--- config.mk ---
export PLATFORM = sky130hd
export DESIGN_NAME = ps2_host_tx
export DESIGN_NICKNAME = d
export VERILOG_FILES = /design/src/rtl/ps2_host_tx.sv
export SDC_FILE = /design/constraint.sdc
export NUM_CORES = 1
export LEC_CHECK = 0
export ABC_AREA = 1
export CORE_MARGIN = 2
export CORE_UTILIZATION = 54
export DETAILED_ROUTE_END_ITERATION = 8
export HOLD_SLACK_MARGIN = 0.08
export PLACE_DENSITY = 0.76
export SYNTH_ARGS = -nofsm -noshare
export SYNTH_HDL_FRONTEND = slang
export SYNTH_SLANG_ARGS = --single-unit
--- constraint.sdc ---
create_clock -name clk -period 1.4 [get_ports clk]
set_input_delay 0.35 -clock clk [delete_from_list [all_inputs] [get_ports clk]]
set_output_delay 0.35 -clock clk [all_outputs]
set_load 0.05 [all_outputs]
--- src/rtl/ps2_host_tx.sv ---
// rtl/ps2_host_tx.sv - PS/2 host-to-device command byte transmitter
//
// Sends one command byte to a PS/2 device. The host inhibits the bus, issues
// request-to-send, then shifts out data[0..7], odd parity and stop on the
// falling edges of the device clock. It then samples the device ACK and waits
// for the bus to go idle. Both pins are open-drain: an oe of 1 pulls the pin low.
//
// Ports:
//   clk, rst            system clock; asynchronous active-low reset
//   tx_data, tx_valid   command byte and request (accepted when tx_ready=1)
//   tx_ready            idle, a byte can be accepted
//   ps2_clk_in/data_in  raw pin levels (synchronized internally)
//   ps2_clk_oe/data_oe  1 = pull the pin low, 0 = release
//   done                one-cycle pulse at the end of every transfer
//   ack_err             last transfer saw no ACK from the device
//   timeout_err         last transfer was aborted by the watchdog
module ps2_host_tx #(
    parameter int INHIBIT_CYCLES = 743,
    parameter int TIMEOUT_CYCLES = 148500
) (
    input  logic       clk,
    input  logic       rst,
    input  logic [7:0] tx_data,
    input  logic       tx_valid,
    output logic       tx_ready,
    input  logic       ps2_clk_in,
    input  logic       ps2_data_in,
    output logic       ps2_clk_oe,
    output logic       ps2_data_oe,
    output logic       done,
    output logic       ack_err,
    output logic       timeout_err
);

    // Phase counter covers both INHIBIT (INHIBIT_CYCLES) and RTS (8 cycles).
    localparam int CW = (INHIBIT_CYCLES > 8) ? $clog2(INHIBIT_CYCLES) : 3;
    localparam int TW = (TIMEOUT_CYCLES > 2) ? $clog2(TIMEOUT_CYCLES) : 1;

    typedef enum logic [2:0] {
        ST_IDLE,
        ST_INHIBIT,
        ST_RTS,
        ST_SEND,
        ST_ACK,
        ST_WAIT_IDLE
    } state_t;

    state_t        state;
    state_t        state_d;

    logic          clk_meta;
    logic          clk_s;
    logic          clk_prev;
    logic          data_meta;
    logic          data_s;
    logic          clk_fall;

    logic [CW-1:0] phase_cnt;
    logic [TW-1:0] tcnt;
    logic [3:0]    bit_cnt;
    // {stop, parity, data[7:0]}; shifted right, bit 0 is the next bit to present
    logic [9:0]    frame;
    logic          data_oe_q;

    logic          watch;
    logic          timeout;
    logic          done_set;

    assign clk_fall = clk_prev & ~clk_s;

    // The watchdog only runs while the device owns the clock.
    assign watch    = (state == ST_SEND) || (state == ST_ACK) || (state == ST_WAIT_IDLE);
    // Checked regardless of clk_fall so that a simultaneous edge loses to the timeout.
    assign timeout  = watch && (tcnt == TW'(TIMEOUT_CYCLES - 1));
    assign done_set = watch && (state_d == ST_IDLE);

    assign tx_ready    = (state == ST_IDLE);
    assign ps2_clk_oe  = (state == ST_INHIBIT) || (state == ST_RTS);
    assign ps2_data_oe = (state == ST_RTS) || ((state == ST_SEND) && data_oe_q);

    always_ff @(posedge clk or negedge rst) begin
        if (!rst) begin
            state <= ST_IDLE;
        end else begin
            state <= state_d;
        end
    end

    always_comb begin
        state_d = state;
        case (state)
            ST_IDLE: begin
                if (tx_valid) begin
                    state_d = ST_INHIBIT;
                end
            end
            ST_INHIBIT: begin
                if (phase_cnt == CW'(INHIBIT_CYCLES - 1)) begin
                    state_d = ST_RTS;
                end
            end
            ST_RTS: begin
                if (phase_cnt == CW'(7)) begin
                    state_d = ST_SEND;
                end
            end
            ST_SEND: begin
                if (timeout) begin
                    state_d = ST_IDLE;
                end else if (clk_fall && (bit_cnt == 4'd9)) begin
                    state_d = ST_ACK;
                end
            end
            ST_ACK: begin
                if (timeout) begin
                    state_d = ST_IDLE;
                end else if (clk_fall) begin
                    state_d = ST_WAIT_IDLE;
                end
            end
            ST_WAIT_IDLE: begin
                if (timeout || (clk_s && data_s)) begin
                    state_d = ST_IDLE;
                end
            end
            default: state_d = ST_IDLE;
        endcase
    end

    always_ff @(posedge clk or negedge rst) begin
        if (!rst) begin
            clk_meta    <= 1'b1;
            clk_s       <= 1'b1;
            clk_prev    <= 1'b1;
            data_meta   <= 1'b1;
            data_s      <= 1'b1;
            phase_cnt   <= '0;
            tcnt        <= '0;
            bit_cnt     <= '0;
            frame       <= '1;
            data_oe_q   <= 1'b0;
            done        <= 1'b0;
            ack_err     <= 1'b0;
            timeout_err <= 1'b0;
        end else begin
            clk_meta  <= ps2_clk_in;
            clk_s     <= clk_meta;
            clk_prev  <= clk_s;
            data_meta <= ps2_data_in;
            data_s    <= data_meta;

            done <= done_set;

            // Held at zero outside the watched states, so it starts clean in SEND.
            if (watch && !clk_fall) begin
                tcnt <= tcnt + TW'(1);
            end else begin
                tcnt <= '0;
            end

            if (timeout) begin
                timeout_err <= 1'b1;
            end

            case (state)
                ST_IDLE: begin
                    phase_cnt <= '0;
                    if (tx_valid) begin
                        frame       <= {1'b1, ~^tx_data, tx_data};
                        ack_err     <= 1'b0;
                        timeout_err <= 1'b0;
                    end
                end
                ST_INHIBIT: begin
                    if (state_d == ST_RTS) begin
                        phase_cnt <= '0;
                    end else begin
                        phase_cnt <= phase_cnt + CW'(1);
                    end
                end
                ST_RTS: begin
                    phase_cnt <= phase_cnt + CW'(1);
                    bit_cnt   <= '0;
                    // Start bit keeps the data line low until the first device edge.
                    data_oe_q <= 1'b1;
                end
                ST_SEND: begin
                    if (clk_fall && !timeout) begin
                        data_oe_q <= ~frame[0];
                        frame     <= {1'b1, frame[9:1]};
                        bit_cnt   <= bit_cnt + 4'd1;
                    end
                end
                ST_ACK: begin
                    if (clk_fall && !timeout) begin
                        ack_err <= data_s;
                    end
                end
                default: begin
                end
            endcase
        end
    end

endmodule

# [After elaboration in Yosys (flattened, before gate mapping)]
# Cells that the tools add are included.
[op_classes] add_sub_neg=3 eq_ne=13 mux=25 bitwise_logic=3 reduce_logical=24
[ops] op="10-bit two-way mux" count=3
[ops] op="10-bit one-hot mux with 3 select lines" count=1
[ops] op="3-bit two-way mux" count=8
[ops] op="10-bit one-hot mux with 2 select lines" count=1
[ops] op="18-bit by 1-bit adder with 18-bit output, second input constant" count=1
[ops] op="18-bit equality test, second input constant" count=1
[ops] op="18-bit two-way mux" count=1
[ops] op="3-bit one-hot mux with 6 select lines" count=1
[ops] op="10-bit by 1-bit adder with 10-bit output, second input constant" count=1
[ops] op="10-bit equality test, second input constant" count=1
[ops] op="10-bit by 3-bit equality test with 1-bit output, second input constant" count=1
[ops] op="3-bit by 2-bit equality test with 1-bit output, second input constant" count=3
[ops] op="4-bit one-hot mux with 2 select lines" count=1
[ops] op="8-bit XNOR reduction" count=1
[ops] op="1-bit logical AND" count=7
[ops] op="3-bit equality test, second input constant" count=2
[ops] op="3-bit logical NOT" count=2
[ops] op="1-bit two-way mux" count=6
[ops] op="3-bit AND reduction" count=2
[ops] op="2-bit nonzero test" count=3
[ops] op="1-bit logical OR" count=5
[ops] op="4-bit by 1-bit adder with 4-bit output, second input constant" count=1
[ops] op="4-bit equality test, second input constant" count=1
[ops] op="4-bit two-way mux" count=1
[ops] op="9 further kinds" count=13
[totals] ff_bits=54

# [Depth between registers and ports, before layout]
[depth] ltp_word=10 ltp_mapped=10 ltp_nobuf=10

# [Worst setup path after synthesis]
# No wires, ideal clock.
[synth_path] kind="reg2reg" from="register state[1]" to="register ack_err" setup_time_ps=118 t_arrival_ps=1929 required_time_ps=1282 setup_slack_ps=-647 stages_incl_launch_ff=8 path_buffers=1 period_less_slack_ps=2047 cell_sequence="dfrtp_1 > inv_1 > nand2_1 > nor2_1 > nand2_1 > buf_4 > nand3_1 > nand2_1"
[synth_rtl] item="start, declared" line_no="48" text="state_t state;"
[synth_rtl] item="start signal, assigned" line_no="85" text="state <= state_d;"
[synth_rtl] item="3-bit logical NOT *"
[synth_rtl] item="named net tx_ready" line_no="25" text="output logic tx_ready,"
[synth_rtl] item="2-bit != test (no line) / 2-bit nonzero test (equally long branches)"
[synth_rtl] item="3-bit AND reduction (no line)"
[synth_rtl] item="end signal, assigned" line_no="196" text="ack_err <= data_s;"
[synth_rtl] item="end, declared" line_no="31" text="output logic ack_err,"
# The timed path passes the listed nets; every way through them passes the cells marked *.
# A chain may end at the register's enable or synchronous reset.

# [Final worst setup path]
[layout_path] from="register state[1]" to="output port ps2_clk_oe"
[layout_via] elab_chain_cells=2
[layout_lines] item="3-bit by 1-bit equality test with 1-bit output / 3-bit by 2-bit equality test with 1-bit output (equally long branches)" line_no="78" text="assign ps2_clk_oe = (state == ST_INHIBIT) || (state == ST_RTS);"
[layout_lines] item="1-bit logical OR *" line_no="78"
[layout_lines] item="end, declared" line_no="28" text="output logic ps2_clk_oe,"
# Every way passes the cells marked *; elsewhere a longest branch is shown, timed or not.

==> key figures <==
Status
  • Run status: finished, violations left
  • Violations in the final reports: setup timing

Setup path
  • Kind of start point of the critical path: register
  • Arrival time at the worst endpoint: 1.40 ns
  • Kind of end point of the critical path: output port
  • CP Launch Point: state[1]$_DFF_PN0_
  • Worst endpoint required time: 1.05 ns
  • Largest fanout on the critical path: 5
  • Worst R2R Start: tcnt[0]$_DFF_PN0_
  • Termination of the worst setup path: ps2_clk_oe
  • Start-to-end type of the worst setup path: reg2out
  • Register-to-register setup slack: -0.30 ns
  • FF-to-FF path depth: 11
  • Critical register-to-register path endpoint: frame[5]$_DFFE_PN1P_

Clock tree
  • Clock input transition at the sequential cells of the worst setup and hold paths: 0.10 ns
  • Number of buffers created by CTS: 5
  • Clock tree from TritonCTS: done
  • Clk_lat worst skew: roughly 0.32 ns
  • Clock sink count: 53
  • Number of H-tree levels: 2
  • Buffer levels on the longest clock path: 2
  • Root buffer cell: sky130_fd_sc_hd__clkbuf_8

STA
  • Aggregate negative setup slack: -7.57 ns
  • Slew margin rel.: 0.791
  • Final Hold Vio Count: 0
  • Max Slew Vio Count: 0
  • Top achievable clock speed: ~570 MHz
  • Crit path setup slack, layout: -0.347 ns
  • Fin Clk Skew: around 0.012 ns
  • Endpoints failing setup: 45
  • Final critical-path required period: 1.75 ns
  • RSZ-0062 raised after global routing: true
  • Share of the clock period used by the worst path: 1.25
  • Worst slew pin tran: around 0.31 ns

Synth
  • Combinational family with the most area after synthesis: simple AND/OR/NAND/NOR gates
  • Nets in the synthesized netlist: 426
  • Complex-gate fraction of the synthesized area: 0.0397
  • EDFF count, synth: 0
  • Sequential fraction of the synthesis area: 0.439
  • Adder and majority gate portion of the synthesized area: 0.0205
  • Basic-gate share of the synthesized area counting and, or, nand and nor cells: 0.370
  • Share of the synthesized netlist area taken by xor and xnor gates: 0.0544
  • Flop and latch count out of synthesis: between 50 and 60
  • Synth Cell Area: 3060 um2
  • Average footprint of a synthesized cell: 7.49 um2
  • Synth Instances: 408
  • Share of synthesized flip-flops with an asynchronous set or reset: 1.00
  • Share of synthesized area spent on multiplexers: 0
  • Distinct cells, synth: 29
  • Count of warnings emitted by yosys: 0
  • Dominant synthesized flop cell: sky130_fd_sc_hd__dfrtp_1

Layout
  • N_diodes: 0
  • Register area: roughly 1300 um2
  • Proportion of layout cells with a drive suffix above 1: 0.458
  • Fin util: 0.879
  • Number of fillers in the final layout: 235
  • Post-route cell area: ~4800 um2
  • Area taken by multi-input logic gates: 2020 um2
  • Area growth syn-to-layout: 57.3%
  • Non-filler instance count after layout: a little under 600
  • Total Nets Final: around 530

Floorplanning
  • Core footprint: 5470 um2
  • Initial standard-cell utilization of the core: 0.559
  • Die Outline Area: 6280 um2
  • Die height: between 70 and 80 um
  • Cell row count: 27
  • I/O pin cnt: 19
  • Die extent in x: 79.3 um

Min path
  • Start point of the worst min-delay path: data_meta$_DFF_PN1_
  • Worst min-delay path category: reg2reg

Power
  • Part of the power in the clock network: 0.366
  • Switching share of power: 0.240
  • Power density relative to cell area: 567 nW/um2
  • Share of total power in sequential cells: 0.568
  • Combinational fraction of design power: 0.066
  • Leakage Power: 2.27 nW
  • Worst vdd rail ir drop: 0.644 mV
  • Switching Power: roughly 0.00066 W
  • Int Pwr: 0.00207 W

Global routing
  • Antenna violations before repair: 0
  • GRT overflow: 0
  • First-pass GRT wire length: 14.2 mm
  • Number of global-route vias before repair: about 3.1k
  • Pin count of the biggest net entering global routing: 54
  • Overall routing resource usage: 0.291

Place
  • Final HPWL DP: between 5 and 6 mm
  • Post-placement cell count: 548
  • Global placer's final weighted congestion: 0.887
  • Placed cell area: 3850 um2
  • Port bufs: 18
  • Post-placement worst setup slack: -0.154 ns

Drt
  • Drt first-iter violations: 239
  • Routed via count divided by cell count: 5.80
  • Post-detailed-route count of antenna-violating nets: 0
  • WL/cell: 18.7 um
  • Initial DRT Pass Iterations: 5
  • Routed Wire Length: 11.0 mm
  • Vias post-DR: 3416
  • Final routed DRC violation total: 0

Job
  • Max Cap Violations: 0
-- sequential cells by signal, summed over array words and instances, names as in the netlist --
name         cells
phase_cnt       10
timeout_err      1
clk_s            1
clk_meta         1
bit_cnt          4
ack_err          1
frame            9
done             1
data_s           1
tcnt            18
data_meta        1
clk_prev         1
data_oe_q        1
state            3
-- kinds of logic (layout without fill, tap and decap cells) --
| group | Yosys count | after routing |
|---|---|---|
| AND/OR/NAND/NOR | 254 | 255 |
| buffers and inverters | 56 | 164 |
| flip-flops | 53 | 53 |
| AO/OA/AOI/OAI | 21 | 21 |
| XOR/XNOR | 19 | 19 |
| adder cells (fa/ha/maj) | 5 | 5 |
-- per-stage QoR --
step                      total power [W]  hold slack [ns]
after floorplan                   0.00163           0.0544
after global placement            0.00173            0.346
after detailed placement          0.00173            0.347
after CTS                         0.00268            0.361
after global routing              0.00279            0.365
final                             0.00273            0.366
-- synth_stat cells (all sizes together), types with 3 or more instances --
master,count,area share
a21oi,9,0.015
buf,6,0.015
dfrtp,39,0.32
dfstp,14,0.12
ha,5,0.020
inv,49,0.060
nand2,127,0.16
nand3,47,0.086
nand3b,3,0.0074
nand4,7,0.014
nor2,57,0.077
nor3,12,0.020
o21ai,10,0.020
xnor2,7,0.020
xor2,12,0.034
-- worst min-delay path by stage --
stage | endpoint | slack [ns] | cells after the start
global placement | data_s$_DFF_PN1_ | 0.35 | 0
detailed placement | data_s$_DFF_PN1_ | 0.35 | 0
floorplan | ack_err$_DFFE_PN0P_ | 0.05 | 0
global route | data_s$_DFF_PN1_ | 0.36 | 0
finish | data_s$_DFF_PN1_ | 0.37 | 0
CTS | data_s$_DFF_PN1_ | 0.36 | 0
-- worst max-delay path, stage by stage, from the launching register on --
cell and delay (ns):
sky130_fd_sc_hd__dfrtp_2 0.49, sky130_fd_sc_hd__nor3_2 0.24, sky130_fd_sc_hd__inv_1 0.12, sky130_fd_sc_hd__nand2_4 0.09
sky130_fd_sc_hd__buf_12 0.13
-- cell usage in the layout, fill, tap and decap left out, types with 2 or more instances in the layout --
cell type                         synthesis  final
sky130_fd_sc_hd__a21oi_2                  0      7
sky130_fd_sc_hd__xor2_1                  12     10
sky130_fd_sc_hd__xnor2_1                  7      6
sky130_fd_sc_hd__nand3_2                  3     12
sky130_fd_sc_hd__nor3_4                   0      2
sky130_fd_sc_hd__buf_12                   0     10
sky130_fd_sc_hd__nand3_1                 43     25
sky130_fd_sc_hd__inv_1                   46     38
sky130_fd_sc_hd__dfrtp_2                  0      2
sky130_fd_sc_hd__clkdlybuf4s50_1          0     11
sky130_fd_sc_hd__dfrtp_1                 39     37
sky130_fd_sc_hd__buf_4                    2     61
sky130_fd_sc_hd__nor2_2                   2     14
sky130_fd_sc_hd__nor3_1                  12      6
sky130_fd_sc_hd__o21ai_4                  1      2
sky130_fd_sc_hd__o21ai_0                  9      3
sky130_fd_sc_hd__nand2_4                  3     14
sky130_fd_sc_hd__dfstp_2                 14     14
sky130_fd_sc_hd__nor2_4                   2     12
sky130_fd_sc_hd__nand4_1                  7      7
sky130_fd_sc_hd__o21ai_2                  0      3
sky130_fd_sc_hd__xor2_2                   0      2
sky130_fd_sc_hd__buf_6                    0     20
sky130_fd_sc_hd__nand2_2                  1     20
sky130_fd_sc_hd__nand3b_1                 3      3
sky130_fd_sc_hd__nand3_4                  1     10
sky130_fd_sc_hd__inv_2                    3     10
sky130_fd_sc_hd__clkbuf_8                 0      7
sky130_fd_sc_hd__nand2_1                123     93
sky130_fd_sc_hd__nor2_1                  53     31
sky130_fd_sc_hd__nor3_2                   0      4
sky130_fd_sc_hd__a21oi_1                  9      2
sky130_fd_sc_hd__o21ai_1                  0      2
sky130_fd_sc_hd__ha_1                     5      3
-- repair_timing --
action,in CTS,in global routing
endpoints found under the hold margin,39,0
gates resized for setup,56,103
pin swaps,17,34
hold buffers,1,0
setup buffers,19,18
gates cloned,1,1
endpoints found under the setup margin,39,51
-- per-layer routing --
metal,vias up,share of wire,GRT usage
li1,1497,-,-
met1,1672,0.37,0.368
met2,188,0.52,0.490
met3,59,0.064,0.0523
met4,0,0.046,0.121
met5,-,0,0
-- cell type report --
class | count | share of cell area
clock buffers | 7 | 0.0200
clock inverters | 1 | 0.00104
inverters | 50 | 0.0411
multi-input cells | 300 | 0.421
flip-flops and latches | 53 | 0.280
well taps | 72 | 0.0187
repair buffers | 106 | 0.219
-- power groups by stage --
stage	clock network [W]	logic, W	registers (W)
global route	0.00105	0.000197	0.00155
global placement	0	0.000156	0.00157
floorplan	0	0.0000537	0.00157
detailed placement	0	0.000160	0.00158
finish	0.000999	0.000181	0.00155
CTS	0.000967	0.000163	0.00155
Power figures use the tool's default switching activity.
